**src/rtl/cpu_bus_pkg.sv**
```systemverilog
// ---------------------------------------------------------------------------
// cpu_bus_pkg
//   Shared definitions for the CPU memory-port arbiter: the bus FSM state
//   encoding, the transaction owner encoding and a small helper deciding
//   whether a pipeline side still needs the bus.
// ---------------------------------------------------------------------------
package cpu_bus_pkg;

  typedef enum logic [1:0] {
    ST_IDLE = 2'd0,
    ST_ADDR = 2'd1,
    ST_DATA = 2'd2
  } bus_state_e;

  localparam logic OWN_INST = 1'b0;
  localparam logic OWN_DATA = 1'b1;

  // Instruction fetches always read a full word.
  localparam logic [3:0] SEL_WORD = 4'hF;

  // A side needs the bus while it requests and has no held word yet.
  function automatic logic side_pending(input logic req, input logic rdy);
    return req & ~rdy;
  endfunction

endpackage

```
**src/rtl/bus_hold_reg.sv**
```systemverilog
// ---------------------------------------------------------------------------
// bus_hold_reg
//   Holds one pipeline side's completion flag and returned word until the
//   pipeline advances.
//   Ports:
//     clk, rst  : clock, asynchronous active-high reset
//     set       : the bus transaction owned by this side completes
//     clr       : pipeline advance or exception flush
//     cancel    : the completing transaction was flushed; drop it
//     capture   : load d into rdata on set (low for stores)
//     d         : returned bus word
//     rdy       : held word valid
//     rdata     : held word
// ---------------------------------------------------------------------------
module bus_hold_reg (
  input  logic        clk,
  input  logic        rst,
  input  logic        set,
  input  logic        clr,
  input  logic        cancel,
  input  logic        capture,
  input  logic [31:0] d,
  output logic        rdy,
  output logic [31:0] rdata
);

  logic        rdy_q;
  logic        rdy_d;
  logic [31:0] rdata_q;
  logic [31:0] rdata_d;

  // Next-state: a live completion wins over a clear; a cancelled one is
  // ignored so a simultaneous clear takes effect.
  always_comb begin
    rdy_d   = rdy_q;
    rdata_d = rdata_q;
    if (set && !cancel) begin
      rdy_d = 1'b1;
      if (capture) begin
        rdata_d = d;
      end else begin
        rdata_d = rdata_q;
      end
    end else if (clr) begin
      rdy_d = 1'b0;
    end else begin
      rdy_d = rdy_q;
    end
  end

  // Hold register update.
  always_ff @(posedge clk or posedge rst) begin
    if (rst) begin
      rdy_q   <= 1'b0;
      rdata_q <= 32'h0000_0000;
    end else begin
      rdy_q   <= rdy_d;
      rdata_q <= rdata_d;
    end
  end

  assign rdy   = rdy_q;
  assign rdata = rdata_q;

endmodule

```
**src/rtl/cpu_mem_arbiter.sv**
```systemverilog
// ---------------------------------------------------------------------------
// cpu_mem_arbiter
//   Shares one SRAM-like memory port between instruction fetch and the
//   M-stage load/store, one transaction at a time. Returned words are held
//   per side until the pipeline advances; mem_stall asks the hazard unit to
//   freeze the pipeline while a requesting side has no word yet.
//   Ports:
//     clk, rst                     : clock, asynchronous active-high reset
//     inst_req/inst_addr           : fetch request and word address
//     inst_rdata                   : held instruction word
//     data_req/wr/sel/addr/wdata   : M-stage access
//     data_rdata                   : held load data
//     adv                          : pipeline advances this cycle
//     flush                        : exception flush
//     mem_stall                    : stall request (combinational)
//     mem_req/wr/sel/addr/wdata    : bus request (registered)
//     mem_addr_ok/data_ok/rdata    : bus handshakes and response data
// ---------------------------------------------------------------------------
module cpu_mem_arbiter
  import cpu_bus_pkg::*;
(
  input  logic        clk,
  input  logic        rst,
  input  logic        inst_req,
  input  logic [31:0] inst_addr,
  output logic [31:0] inst_rdata,
  input  logic        data_req,
  input  logic        data_wr,
  input  logic [3:0]  data_sel,
  input  logic [31:0] data_addr,
  input  logic [31:0] data_wdata,
  output logic [31:0] data_rdata,
  input  logic        adv,
  input  logic        flush,
  output logic        mem_stall,
  output logic        mem_req,
  output logic        mem_wr,
  output logic [3:0]  mem_sel,
  output logic [31:0] mem_addr,
  output logic [31:0] mem_wdata,
  input  logic        mem_addr_ok,
  input  logic        mem_data_ok,
  input  logic [31:0] mem_rdata
);

  bus_state_e  state_q;
  bus_state_e  state_d;
  logic        owner_q;
  logic        owner_d;
  logic        cancel_q;
  logic        cancel_d;
  logic        mem_req_q;
  logic        mem_req_d;
  logic        mem_wr_q;
  logic        mem_wr_d;
  logic [3:0]  mem_sel_q;
  logic [3:0]  mem_sel_d;
  logic [31:0] mem_addr_q;
  logic [31:0] mem_addr_d;
  logic [31:0] mem_wdata_q;
  logic [31:0] mem_wdata_d;

  logic        done_s;
  logic        inst_rdy_s;
  logic        data_rdy_s;
  logic        inst_pend_s;
  logic        data_pend_s;
  logic        drop_s;
  logic        clr_s;

  assign inst_pend_s = side_pending(inst_req, inst_rdy_s);
  assign data_pend_s = side_pending(data_req, data_rdy_s);

  // Purely from requests and held flags; no path from the bus inputs.
  assign mem_stall = inst_pend_s | data_pend_s;

  // A flush arriving on the completing edge discards that result too.
  assign drop_s = cancel_q | flush;
  assign clr_s  = adv | flush;

  // Next-state and bus request logic.
  always_comb begin
    state_d     = state_q;
    owner_d     = owner_q;
    cancel_d    = cancel_q;
    mem_req_d   = mem_req_q;
    mem_wr_d    = mem_wr_q;
    mem_sel_d   = mem_sel_q;
    mem_addr_d  = mem_addr_q;
    mem_wdata_d = mem_wdata_q;
    done_s      = 1'b0;
    case (state_q)
      ST_IDLE: begin
        cancel_d = 1'b0;
        // The M-stage access is older than the fetch, so it goes first.
        if (data_pend_s) begin
          state_d     = ST_ADDR;
          owner_d     = OWN_DATA;
          mem_req_d   = 1'b1;
          mem_wr_d    = data_wr;
          mem_sel_d   = data_sel;
          mem_addr_d  = data_addr;
          mem_wdata_d = data_wdata;
        end else if (inst_pend_s) begin
          state_d     = ST_ADDR;
          owner_d     = OWN_INST;
          mem_req_d   = 1'b1;
          mem_wr_d    = 1'b0;
          mem_sel_d   = SEL_WORD;
          mem_addr_d  = inst_addr;
          mem_wdata_d = 32'h0000_0000;
        end else begin
          state_d = ST_IDLE;
        end
      end
      ST_ADDR: begin
        if (flush) begin
          cancel_d = 1'b1;
        end else begin
          cancel_d = cancel_q;
        end
        if (mem_addr_ok) begin
          state_d   = ST_DATA;
          mem_req_d = 1'b0;
        end else begin
          state_d = ST_ADDR;
        end
      end
      ST_DATA: begin
        // Always return to IDLE; a waiting request is issued from there.
        if (mem_data_ok) begin
          state_d  = ST_IDLE;
          cancel_d = 1'b0;
          done_s   = 1'b1;
        end else if (flush) begin
          cancel_d = 1'b1;
        end else begin
          state_d = ST_DATA;
        end
      end
      default: begin
        state_d   = ST_IDLE;
        cancel_d  = 1'b0;
        mem_req_d = 1'b0;
      end
    endcase
  end

  // State and bus output registers.
  always_ff @(posedge clk or posedge rst) begin
    if (rst) begin
      state_q     <= ST_IDLE;
      owner_q     <= OWN_INST;
      cancel_q    <= 1'b0;
      mem_req_q   <= 1'b0;
      mem_wr_q    <= 1'b0;
      mem_sel_q   <= 4'h0;
      mem_addr_q  <= 32'h0000_0000;
      mem_wdata_q <= 32'h0000_0000;
    end else begin
      state_q     <= state_d;
      owner_q     <= owner_d;
      cancel_q    <= cancel_d;
      mem_req_q   <= mem_req_d;
      mem_wr_q    <= mem_wr_d;
      mem_sel_q   <= mem_sel_d;
      mem_addr_q  <= mem_addr_d;
      mem_wdata_q <= mem_wdata_d;
    end
  end

  bus_hold_reg u_inst_hold (
    .clk     (clk),
    .rst     (rst),
    .set     (done_s & (owner_q == OWN_INST)),
    .clr     (clr_s),
    .cancel  (drop_s),
    .capture (1'b1),
    .d       (mem_rdata),
    .rdy     (inst_rdy_s),
    .rdata   (inst_rdata)
  );

  // Stores only report completion; the held load word is left untouched.
  bus_hold_reg u_data_hold (
    .clk     (clk),
    .rst     (rst),
    .set     (done_s & (owner_q == OWN_DATA)),
    .clr     (clr_s),
    .cancel  (drop_s),
    .capture (~mem_wr_q),
    .d       (mem_rdata),
    .rdy     (data_rdy_s),
    .rdata   (data_rdata)
  );

  assign mem_req   = mem_req_q;
  assign mem_wr    = mem_wr_q;
  assign mem_sel   = mem_sel_q;
  assign mem_addr  = mem_addr_q;
  assign mem_wdata = mem_wdata_q;

endmodule

```
**config.mk**
```make
export PLATFORM = sky130hd
export DESIGN_NAME = cpu_mem_arbiter
export DESIGN_NICKNAME = d
export VERILOG_FILES = /design/src/rtl/cpu_bus_pkg.sv /design/src/rtl/bus_hold_reg.sv /design/src/rtl/cpu_mem_arbiter.sv
export SDC_FILE = /design/constraint.sdc
export NUM_CORES = 1
export LEC_CHECK = 0
export ABC_AREA = 1
export CORE_ASPECT_RATIO = 1.2
export CORE_MARGIN = 5
export CORE_UTILIZATION = 30
export CTS_CLUSTER_SIZE = 10
export DETAILED_ROUTE_END_ITERATION = 10
export PLACE_DENSITY = 0.71
export RECOVER_POWER = 50
export SLEW_MARGIN = 20
export SYNTH_ARGS = -nofsm -noshare
export SYNTH_HDL_FRONTEND = slang
export SYNTH_SLANG_ARGS = --single-unit
```
**constraint.sdc**
```tcl
create_clock -name clk -period 4.6 [get_ports clk]
set_input_delay 0.92 -clock clk [delete_from_list [all_inputs] [get_ports clk]]
set_output_delay 0.92 -clock clk [all_outputs]
set_load 0.03 [all_outputs]
```
Word level (Yosys, flattened, before mapping)
Cells that the tools add are included.
- memories kept: 0
- RAM bits: 0
- memory bits (read-only): 0
- register bits after elaboration: 140
- latch bits: 0
- input bits: 141
- output and inout port bits: 135
- word-level logic and storage cells: 66
- shifts and indexed selects: 0
- equal/unequal tests: 5
- $mul: 0
- order comparisons: 0
- muxes and demuxes: 27
- bitwise logic cells: 12
- add/subtract/negate cells: 0
- reduce and logical (&&, ||, !) cells: 10
- div/mod/pow operators: 0
- operators with widths (kind ; count):
    32-bit 2-to-1 mux ; 4
    1-bit 2-to-1 mux ; 15
    4-bit 2-to-1 mux ; 2
    2-bit 2-to-1 mux ; 3
    3-bit inequality test, second input constant ; 2
    2-bit one-hot mux with 3 select lines ; 1
    2-bit nonzero test ; 3
    1-bit inverter ; 5
    1-bit AND ; 4
    2-bit AND reduction ; 2
    1-bit bitwise OR ; 3
    1-bit one-hot mux with 3 select lines ; 1
    3-bit AND reduction ; 1
    2-bit by 1-bit == test with 1-bit output, second input constant ; 1
    2-bit == test, second input constant ; 1
    1-bit logical AND ; 2
    2-bit zero test ; 1
    2-bit inequality test, second input constant ; 1
    1-bit one-hot mux with 2 select lines ; 1
    1-bit zero test ; 1

Depth between registers and ports, before layout
Gate-level depths: netlist of the first run.
- depth in word-level cells: 5
- gate-level depth with buffers: 10
- mapped depth without buffers: 8

By module
Synthesis of the first run repeated with hierarchy kept, for this count alone.
- cells, all modules: 751
- area total of the unflattened synthesis: 6279.8 um^2
- modules (own cells, without submodules) (module ; instances ; cells each ; area an instance (um^2) ; seq. area each (um^2)):
    cpu_mem_arbiter ; 1 ; 453 ; 3454.6 ; 1851.8
    bus_hold_reg ; 2 ; 149 ; 1412.6 ; 825.8

Worst setup path after synthesis of the first run
No wires, ideal clock.
- path type: input to output
- from: input port data_req
- to: output port mem_stall
- data required time: 3680 ps
- path buffers: 0
- cell stages on the path: 2
- setup slack: 2466 ps
- arrival: 1214 ps
- path through: nand2_1 nand2_1
- word-level cells in the longest chain between the ends: 2
- ends and longest elaborated chain (what ; RTL line ; text):
    start, declared ; cpu_mem_arbiter.sv:27 ; input logic data_req,
    1-bit AND ; cpu_bus_pkg.sv:23 ; return req & ~rdy;
    1-bit bitwise OR ; cpu_mem_arbiter.sv:75 ; assign mem_stall = inst_pend_s | data_pend_s;
    end, declared ; cpu_mem_arbiter.sv:35 ; output logic mem_stall,
Every way passes these cells.

Final worst setup path of the first run
Ends and elaborated chain as after synthesis.

==> out/qor.txt, run 1 <==
Status: finished, violations left
Failing checks: max-capacitance violations, max-slew violations
Final setup vio count: 0
RSZ-0062 raised after global routing: false
FMAX: 0.3014 GHz
Cell Area, Synth: 6055 um2
Yosys cell types: 21
YS warnings: 0
Nets: 1,104
Area of the multi-input gates: 2086 um2
Worst Hold Class: flip-flop to flip-flop
Cts repair resizes: 0
Worst Hold End: mem_wdata[20]
CTS clk-pin slew, worst paths: 0.06 ns
Max Slew Vio Count: 151
Number of setup buffers added after CTS: 0
Synth top area share: 57.86%
Initial antenna violation count: 0
Clk buf depth: 2
Htree depth: 4
Top post-synthesis cells by area: dfrtp_1 58%, nand2_1 21%, o21ai_2 4.6%
1st-iter DRT viols: 222
Crit. End Element: output port
Root Driver: clkbuf_16
Endpoints failing hold: 0
HP Start: mem_wdata[20]
Startpoint types: primary input
Yosys reg bits: 140
Post-route clock period utilization: 72.13%
Register area: 3503 um2
Total track usage: 15.03%
Clock sinks: 140
Final worst-path setup slack: 1.282 ns
Initial Utilization: 30.21%
Core ar.: 20,040 um2
Maximum vdd drop: 743.2 uV
Largest net degree at the start of global routing: 76
Gr ovfl total: 0
Syn-to-layout area delta: 57.04%
HPWL after DPL: 12.92 mm
Largest area contributor in the netlist: dfrtp_1
Vias in the first global route: 5,219
Post-route ant nets: 0
Sequential area share after synthesis: 57.86%
Hold_buf cts: 0
Setup TNS Final: 0 ns
WS Path Type: primary input to output port
Avg Vias per Cell: 4.348
Area of the die: 23,130 um2
Pre-CTS WS: 1.355 ns
Routed length per instance: 14.43 um
Share of cells above drive strength 1: 7.613%
CP arrival: 2.40 ns
CTS tree: yes
Power per Cell Area: 699.9 nW/um2
Worst setup startpoint: data_req
Slew @ Worst Pin: 1.719 ns
IO Port Bufs: 275
Synth Area per Inst: 8.712 um2
Worst-skew pair later-pin latency: 0.41 ns
First-pass GRT wire length: 28.07 mm
Syn Inst Count: 695
Finished Core Util: 47.44%
Final GP Congestion: 0.7788
Die H: 165.6 um
Rows: 57
Pleak: 4.663 nW
DR vias: 5,379
Register-to-register setup slack: 2.01 ns
Slew HR: -14.63%
Filler cell count: 1,960
1st-pass router iterations: 4
Register-to-Register Path Depth: 6
Die X-Extent: 139.7 um
CP required: 3.68 ns
Max FO, Critical Path: 3
Worst Hold Depth: 2
Max-cap violations: 3
Number of diodes: 0
Worst reg2reg endpoint: mem_sel[3]
Post-synthesis net count: 840
Min Tclk post-route: 3.318 ns
Setup Skew: 0.008982 ns
Routed WL: 17.85 mm
Ports: 276
Num CTS Buffers: 17
DRC: 0
Critical R2R Launch: state_q[0]
==> critical path, stage by stage <==
cell,delay (ns)
dlygate4sd3_1,0.56
nand2_1,0.09
nand2_1,0.14
clkdlybuf4s50_1,0.69
==> sequential cells by signal (all words and copies together) (netlist names) <==
name,flops
owner_q,1
u_inst_hold.rdy,1
cancel_q,1
mem_sel,4
mem_wdata,32
u_data_hold.rdata,32
u_data_hold.rdy,1
mem_addr,32
mem_req,1
mem_wr,1
u_inst_hold.rdata,32
state_q,2
==> stage by stage <==
step	power, mW	instances	hold slack (ns)	area (um2)
3_5_place_dp	5.378	1204	0.4572	8934
5_1_grt	7.061	1237	0.4926	9508
2_1_floorplan	3.941	695	0.4419	6058
6_report	6.655	1237	0.4633	9508
3_3_place_gp	5.339	1204	0.4529	8934
4_1_cts	6.793	1236	0.4730	9527
==> cell type report <==
class,instances,share of cell area [%]
well taps,265,3.487
clock inverters,11,1.395
flip-flops and latches,140,36.85
repair buffers,284,29.61
clock buffers,21,4.843
inverters,47,1.882
multi-input cells,469,21.94
==> cells in the mapped netlist, drive strengths merged <==
master  number
nor2         8
buf         33
nand4        2
ha           4
clkbuf       6
or2          1
nand2      344
a21oi        2
inv         47
nor3         1
o21ai       72
dfrtp      140
nand3       35
==> cell families after synthesis <==
logic type	share of synthesized area [%]
buffers and inverters	7.605
flip-flops	57.86
AND/OR/NAND/NOR	25.60
AO/OA/AOI/OAI	8.101
adder cells (fa/ha/maj)	0.8267
==> worst max path at each step <==
stage	to	slack (ns)	cells after the start
after global placement	mem_stall	1.39	4
after floorplan	cancel_q	1.93	1
after detailed placement	mem_stall	1.36	4
after CTS	mem_stall	1.35	4
after global routing	mem_wdata[14]	0.77	4
final	mem_stall	1.28	4
==> placed cells by master (no fill, tap or decap), types with 3 or more instances in the layout <==
cell type        count
inv_6                3
clkbuf_16           17
o21ai_2             32
o21ai_0             40
dlygate4sd3_1       30
buf_4                3
nand3_1             34
clkdlybuf4s50_1    245
nand2_1            342
dfrtp_1            140
ha_1                 4
clkbuf_1             6
inv_1               45
nor2_1               7
clkinv_4             3
==> metal layers <==
metal	wire length (um)	GRT usage [%]	vias up
li1	-	-	2676
met1	7427	18.49	2487
met2	8708	25.06	199
met3	1407	4.787	17
met4	303	4.930	0
met5	0	0	-
==> power breakdown <==
group,internal [mW],total (mW),switching (mW)
Sequential,1.76,2.04,0.278
Combinational,1.25,3.24,2.00
Clock,0.835,1.37,0.536
No activity file was read; power rests on OpenSTA's default activity.
==> inputs of run 2 (changes only) <==
--- a/config.mk
+++ b/config.mk
@@ -11,7 +11,7 @@
 export CORE_UTILIZATION = 30
 export CTS_CLUSTER_SIZE = 10
 export DETAILED_ROUTE_END_ITERATION = 10
-export PLACE_DENSITY = 0.71
+export PLACE_DENSITY = 0.69
 export RECOVER_POWER = 50
 export SLEW_MARGIN = 20
 export SYNTH_ARGS = -nofsm -noshare
==> constraint.sdc (replaced) <==
create_clock -name clk -period 3.3 [get_ports clk]
set_input_delay 0.66 -clock clk [delete_from_list [all_inputs] [get_ports clk]]
set_output_delay 0.66 -clock clk [all_outputs]
set_load 0.03 [all_outputs]
==> run 2 against run 1 <==
  * The run still ends with max-capacitance violations, max-slew violations left
  * Register-to-register slack got worse by 1.0 ns
  * Critical path depth rose by 2
  * Sequential share of layout area rose by 0.10 points
  * Via count fell by 2.2%
  * Non-clock buffer count fell by 1
  * First-iteration DRC count rose by 7.7%
  * Power rose by 40%
  * Sequential cell count did not move
  * Final area fell by 0.28%
  * Critical path type is now primary input to flip-flop
  * Critical endpoint is now mem_sel[0]
==> out/qor.txt, run 2 (synthesized netlist as in run 1, its figures left out) <==
Total track usage: 14.95% (-0.083 points)
Num CTS Buffers: 17 (unchanged)
Met2 usage: 25.10% (+0.042 points)
Nets: 1,103 (-0.091%)
Clk buf depth: 2 (unchanged)
Final GP Congestion: 0.7717 (-0.91%)
Endpoints failing hold: 0 (unchanged)
Syn-to-layout area delta: 56.60%
Gr ovfl total: 0 (unchanged)
DR vias: 5,261 (-2.2%)
Final worst-path setup slack: 0.7406 ns (-0.5416 ns)
CP arrival: 2.82 ns (+0.42 ns)
Htree depth: 4 (unchanged)
Maximum vdd drop: 441.8 uV (-41%)
Initial Utilization: 30.21% (unchanged)
Max FO, Critical Path: 49 (+46)
Number of setup buffers added after CTS: 0 (unchanged)
Avg Vias per Cell: 4.260 (-2.0%)
Max Slew Vio Count: 36 (-76%)
Vias in the first global route: 5,222 (+0.057%)
Final setup vio count: 0 (unchanged)
Setup TNS Final: 0 ns (unchanged)
Max-cap violations: 1 (-2)
Critical R2R Launch: state_q[0]
Cts repair resizes: 0 (unchanged)
Worst Hold Class: flip-flop to flip-flop
Power per Cell Area: 983.7 nW/um2 (+41%)
Routed length per instance: 14.16 um (-1.9%)
GRT Max-Usage Layer: met2
Slew HR: -5.940% (+8.7 points)
Worst setup startpoint: data_req
HPWL after DPL: 12.57 mm (-2.7%)
1st-iter DRT viols: 239 (+7.7%)
Filler cell count: 1,979 (+0.97%)
Die H: 165.6 um (unchanged)
1st-pass router iterations: 4 (unchanged)
Met3 Use GR: 5.046% (+0.26 points)
Failing checks: max-capacitance violations, max-slew violations
Startpoint types: primary input
Share of cells above drive strength 1: 6.186% (-1.4 points)
FMAX: 0.3907 GHz
Hold_buf cts: 0 (unchanged)
Worst-skew pair later-pin latency: 0.41 ns (about the same)
GR Layer Usage met1: 18.14% (-0.35 points)
Post-route ant nets: 0 (unchanged)
Area of the die: 23,130 um2 (unchanged)
Root Driver: clkbuf_16
Min Tclk post-route: 2.559 ns
IO Port Bufs: 275 (unchanged)
Commonest cells after routing, fill and taps aside: 343 x nand2_1, 272 x clkdlybuf4s50_1, 140 x dfrtp_1, 56 x o21ai_0, 45 x inv_1
Pre-CTS WS: 0.5849 ns (-0.7702 ns)
RSZ-0062 raised after global routing: false
First-pass GRT wire length: 27.99 mm (-0.30%)
CTS tree: yes
Largest net degree at the start of global routing: 141 (+86%)
DRC: 0 (unchanged)
Status: finished, violations left
Ports: 276 (unchanged)
Crit. End Element: flip-flop
CP required: 3.56 ns (-0.12 ns)
Setup Skew: 0.007416 ns (-0.001566 ns)
Die X-Extent: 139.7 um (unchanged)
Rows: 57 (unchanged)
Finished Core Util: 47.31% (-0.13 points)
Pleak: 4.603 nW (-1.3%)
HP Start: mem_wdata[1]
WS Path Type: primary input to flip-flop
Clock sinks: 140 (unchanged)
Fin Hold WS: 0.4696 ns (+0.006349 ns)
Slew @ Worst Pin: 1.589 ns (-0.1304 ns)
Leading cell type in the layout, fill and taps excluded: nand2_1
Core ar.: 20,040 um2 (unchanged)
Post-route clock period utilization: 77.56%
Number of diodes: 0 (unchanged)
Initial antenna violation count: 0 (unchanged)
Routed WL: 17.49 mm (-2.0%)
CTS clk-pin slew, worst paths: 0.06 ns (about the same)
==> run 2: changes by cell type in the layout (fill, tap and decap cells not counted), moves of 2 or more <==
cell / delta
o21ai_2: -16
buf_12: +2
clkdlybuf4s50_1: +27
dlygate4sd3_1: -28
o21ai_0: +16
inv_6: -3
clkbuf_1: -4
==> run 2: worst paths after layout <==
| kind | endpoint | slack [ns] | cells after the start |
|---|---|---|---|
| worst max register to register | mem_sel[0] | 1.00 | 5 |
| worst max-delay path | mem_sel[0] | 0.74 | 6 |
| min in group asynchronous | u_inst_hold.rdata[27] | 0.95 | 3 |
| worst min register to register | mem_wdata[1] | 0.47 | 2 |
| worst min-delay path | mem_wdata[1] | 0.47 | 2 |
| max in group asynchronous | state_q[1] | 1.76 | 3 |
==> run 2: cell type report <==
cell class	instances	area (um2)	share of cell area (%)
multi-input cells	469	2016	21.26
inverters	47	178.9	1.887
well taps	265	331.6	3.497
clock buffers	21	470.5	4.962
flip-flops and latches	140	3503	36.95
repair buffers	283	2841	29.97
clock inverters	10	140.1	1.478
==> run 2: through the flow <==
step                cells  area [um2]  power (mW)
global placement     1204        8956       7.451
global route         1235        9482       9.899
finish               1235        9482       9.327
floorplan             695        6058       5.494
CTS                  1235        9567       9.524
detailed placement   1204        8956       7.504
==> run 2: critical path: stages <==
cell and delay [ns]:
clkdlybuf4s50_1 0.41, nand2_1 0.13, nand2_1 0.14, nand2_1 0.73
buf_4 0.57, o21ai_0 0.17
==> run 2: layer usage <==
layer	share of wire, %	up-vias
li1	-	2665
met1	42	2392
met2	49	187
met3	7.4	17
met4	1.7	0
met5	0	-
==> run 2: report_power, final <==
group | total (mW) | internal [mW] | switching (mW)
Combinational | 4.50 | 1.76 | 2.74
Sequential | 2.86 | 2.46 | 0.403
Clock | 1.97 | 1.24 | 0.720
Total | 9.33 | 5.47 | 3.86
==> inputs of run 3 (changes only) <==
--- a/config.mk
+++ b/config.mk
@@ -11,7 +11,7 @@
 export CORE_UTILIZATION = 30
 export CTS_CLUSTER_SIZE = 10
 export DETAILED_ROUTE_END_ITERATION = 10
-export PLACE_DENSITY = 0.69
+export PLACE_DENSITY = 0.71
 export RECOVER_POWER = 50
 export SLEW_MARGIN = 20
 export SYNTH_ARGS = -nofsm -noshare
==> constraint.sdc (replaced) <==
create_clock -name clk -period 2.14 [get_ports clk]
set_input_delay 0.428 -clock clk [delete_from_list [all_inputs] [get_ports clk]]
set_output_delay 0.428 -clock clk [all_outputs]
set_load 0.03 [all_outputs]
==> run 3 against run 2 <==
  * The flow now finishes without violations
  * Sequential power up 55%
  * Setup slack worse by 0.56 ns
  * Cell count increased by 0.73%
  * Wire length rose by 1.1%
  * Final area increased by 1.8%
  * Non-clock buffer count up 7
  * Critical path depth shrank 5
  * Die area unchanged
  * Sequential share of layout area fell by 0.66 points
  * Core utilization up 0.86 points
  * Largest cell class unchanged
==> out/qor.txt, run 3 (synthesized netlist as in run 1, its figures left out) <==
Status: completed
IO Port Bufs: 275 (unchanged)
Crit. End Element: output port
Worst-skew pair later-pin latency: 0.41 ns (about the same)
Clock sinks: 140 (unchanged)
Root Driver: clkbuf_16
Gr ovfl total: 0 (unchanged)
RSZ-0062 raised after global routing: false
Post-placement cell count: 1,211 (+0.58%)
Syn-to-layout area delta: 59.45%
Area of the die: 23,130 um2 (unchanged)
Startpoint types: flip-flop
Setup Skew: 0.007636 ns (+0.0002195 ns)
CP arrival: 1.53 ns (-1.29 ns)
Commonest cells after routing, fill and taps aside: 344 x nand2_1, 273 x clkdlybuf4s50_1, 140 x dfrtp_1, 45 x inv_1, 40 x o21ai_0
DRC: 0 (unchanged)
Pre-CTS WS: 0.1446 ns (-0.4403 ns)
Maximum vdd drop: 663.1 uV (+50%)
Max-cap violations: 0 (-1)
CP required: 1.71 ns (-1.85 ns)
DR vias: 5,426 (+3.1%)
Max FO, Critical Path: 2 (-96%)
Power per Cell Area: 1518 nW/um2 (+54%)
Hold_buf cts: 0 (unchanged)
Slew @ Worst Pin: 1.029 ns (-0.5601 ns)
Die H: 165.6 um (unchanged)
Finished Layout Cells: 1,244 (+0.73%)
Num CTS Buffers: 17 (unchanged)
Tot Pwr: 14.66 mW (+57%)
Fin Hold WS: 0.4702 ns (+0.0005940 ns)
Final GP Congestion: 0.7832 (+1.5%)
Endpoints failing hold: 0 (unchanged)
Worst path cell trace: clkdlybuf4s50_1
Filler cell count: 1,896 (-4.2%)
Leading cell type in the layout, fill and taps excluded: nand2_1
First-pass GRT wire length: 28.12 mm (+0.47%)
Post-route clock period utilization: 91.45%
Ports: 276 (unchanged)
Finished Core Util: 48.17% (+0.86 points)
Routed WL: 17.67 mm (+1.1%)
Max Slew Vio Count: 0 (-100%)
Core ar.: 20,040 um2 (unchanged)
Post-route ant nets: 0 (unchanged)
Largest net degree at the start of global routing: 77 (-45%)
CTS clk-pin slew, worst paths: 0.06 ns (about the same)
Total track usage: 14.96% (about the same)
Htree depth: 4 (unchanged)
Avg Vias per Cell: 4.362 (+2.4%)
Cts repair resizes: 0 (unchanged)
Worst Hold Class: flip-flop to flip-flop
Final worst-path setup slack: 0.1829 ns (-0.5576 ns)
Slew HR: 31.40% (+37 points)
HPWL after DPL: 13.13 mm (+4.4%)
Die X-Extent: 139.7 um (unchanged)
Final setup vio count: 0 (unchanged)
Buf/Inv on CP: 1 (-1)
Slowest cell delay on critical path: 0.77 ns (+0.04 ns)
Routed length per instance: 14.21 um (+0.33%)
WS Path Type: flip-flop to output port
Clk buf depth: 2 (unchanged)
Initial antenna violation count: 1 (+1)
CTS tree: yes
Rows: 57 (unchanged)
Nets: 1,110 (+0.63%)
Vias in the first global route: 5,350 (+2.5%)
1st-pass router iterations: 5 (+1)
Initial Utilization: 30.21% (unchanged)
Crit-path leading delay family: buffers and inverters
Share of cells above drive strength 1: 8.691% (+2.5 points)
1st-iter DRT viols: 207 (-13%)
Critical-path top delay cell: clkdlybuf4s50_1
Pleak: 4.682 nW (+1.7%)
Number of setup buffers added after CTS: 0 (unchanged)
Min Tclk post-route: 1.957 ns
FMAX: 0.5110 GHz
## run 3: cell types whose count changed in the layout (fill, tap and decap cells not counted), sizes merged
cell | previous run | this run
dlygate4sd3 | 2 | 1
inv | 45 | 48
clkinv | 5 | 3
buf | 7 | 11
clkdlybuf4s50 | 272 | 273
clkbuf | 23 | 25
bufinv | 3 | 4
diode | 0 | 1
## run 3: area by class of cell
cell class                      count  area [um2]  area share [%]
Sequential cell                   140        3503           36.29
Timing Repair Buffer              290        2908           30.12
Multi-Input combinational cell    469        2088           21.63
Clock buffer                       20       456.7           4.730
Tap cell                          265       331.6           3.434
Clock inverter                     12       186.4           1.931
Inverter                           47       177.7           1.840
Antenna cell                        1       2.502         0.02592
## run 3: stage by stage
| stage | setup TNS [ns] | cell area [um2] |
|---|---|---|
| after floorplan | -5.193 | 6058 |
| after detailed placement | 0 | 9059 |
| after global placement | 0 | 9059 |
| after global routing | 0 | 9654 |
| final | 0 | 9654 |
| after CTS | 0 | 9702 |
## run 3: report_power, final
group / internal (mW) / switching [mW] / leakage [nW]
Clock: 2.03 / 1.14 / 0.303
Combinational: 2.79 / 4.28 / 2.58
Sequential: 3.79 / 0.629 / 1.80
Total: 8.61 / 6.05 / 4.68
## run 3: path summary, 6_finish.rpt
path,depth (start not counted),start,slack (ns),end
max,1,mem_addr[25],0.18,mem_addr[25]
min reg2reg,2,mem_wdata[8],0.47,mem_wdata[8]
max reg2reg,8,state_q[0],0.35,u_data_hold.rdata[25]
min,2,mem_wdata[8],0.47,mem_wdata[8]
max in group asynchronous,3,rst,0.60,mem_wdata[23]
min in group asynchronous,3,rst,0.79,mem_addr[22]
## run 3: worst register-to-register path, delay by kind of cell (launching register included)
| kind | cells | cell delay, ns |
|---|---|---|
| and+or+nand+nor | 4 | 0.55 |
| AOI/OAI and AO/OA | 1 | 0.05 |
| DFF | 1 | 0.41 |
| buffers and inverters | 2 | 0.38 |
| adders and majority gates | 1 | 0.29 |
## run 3: metal layers
layer | vias up | GRT usage [%] | part of all wire [%]
li1 | 2688 | - | -
met1 | 2496 | 18.01 | 41
met2 | 213 | 24.79 | 49
met3 | 29 | 4.844 | 8.2
met4 | 0 | 6.026 | 2.6
met5 | - | 0 | 0
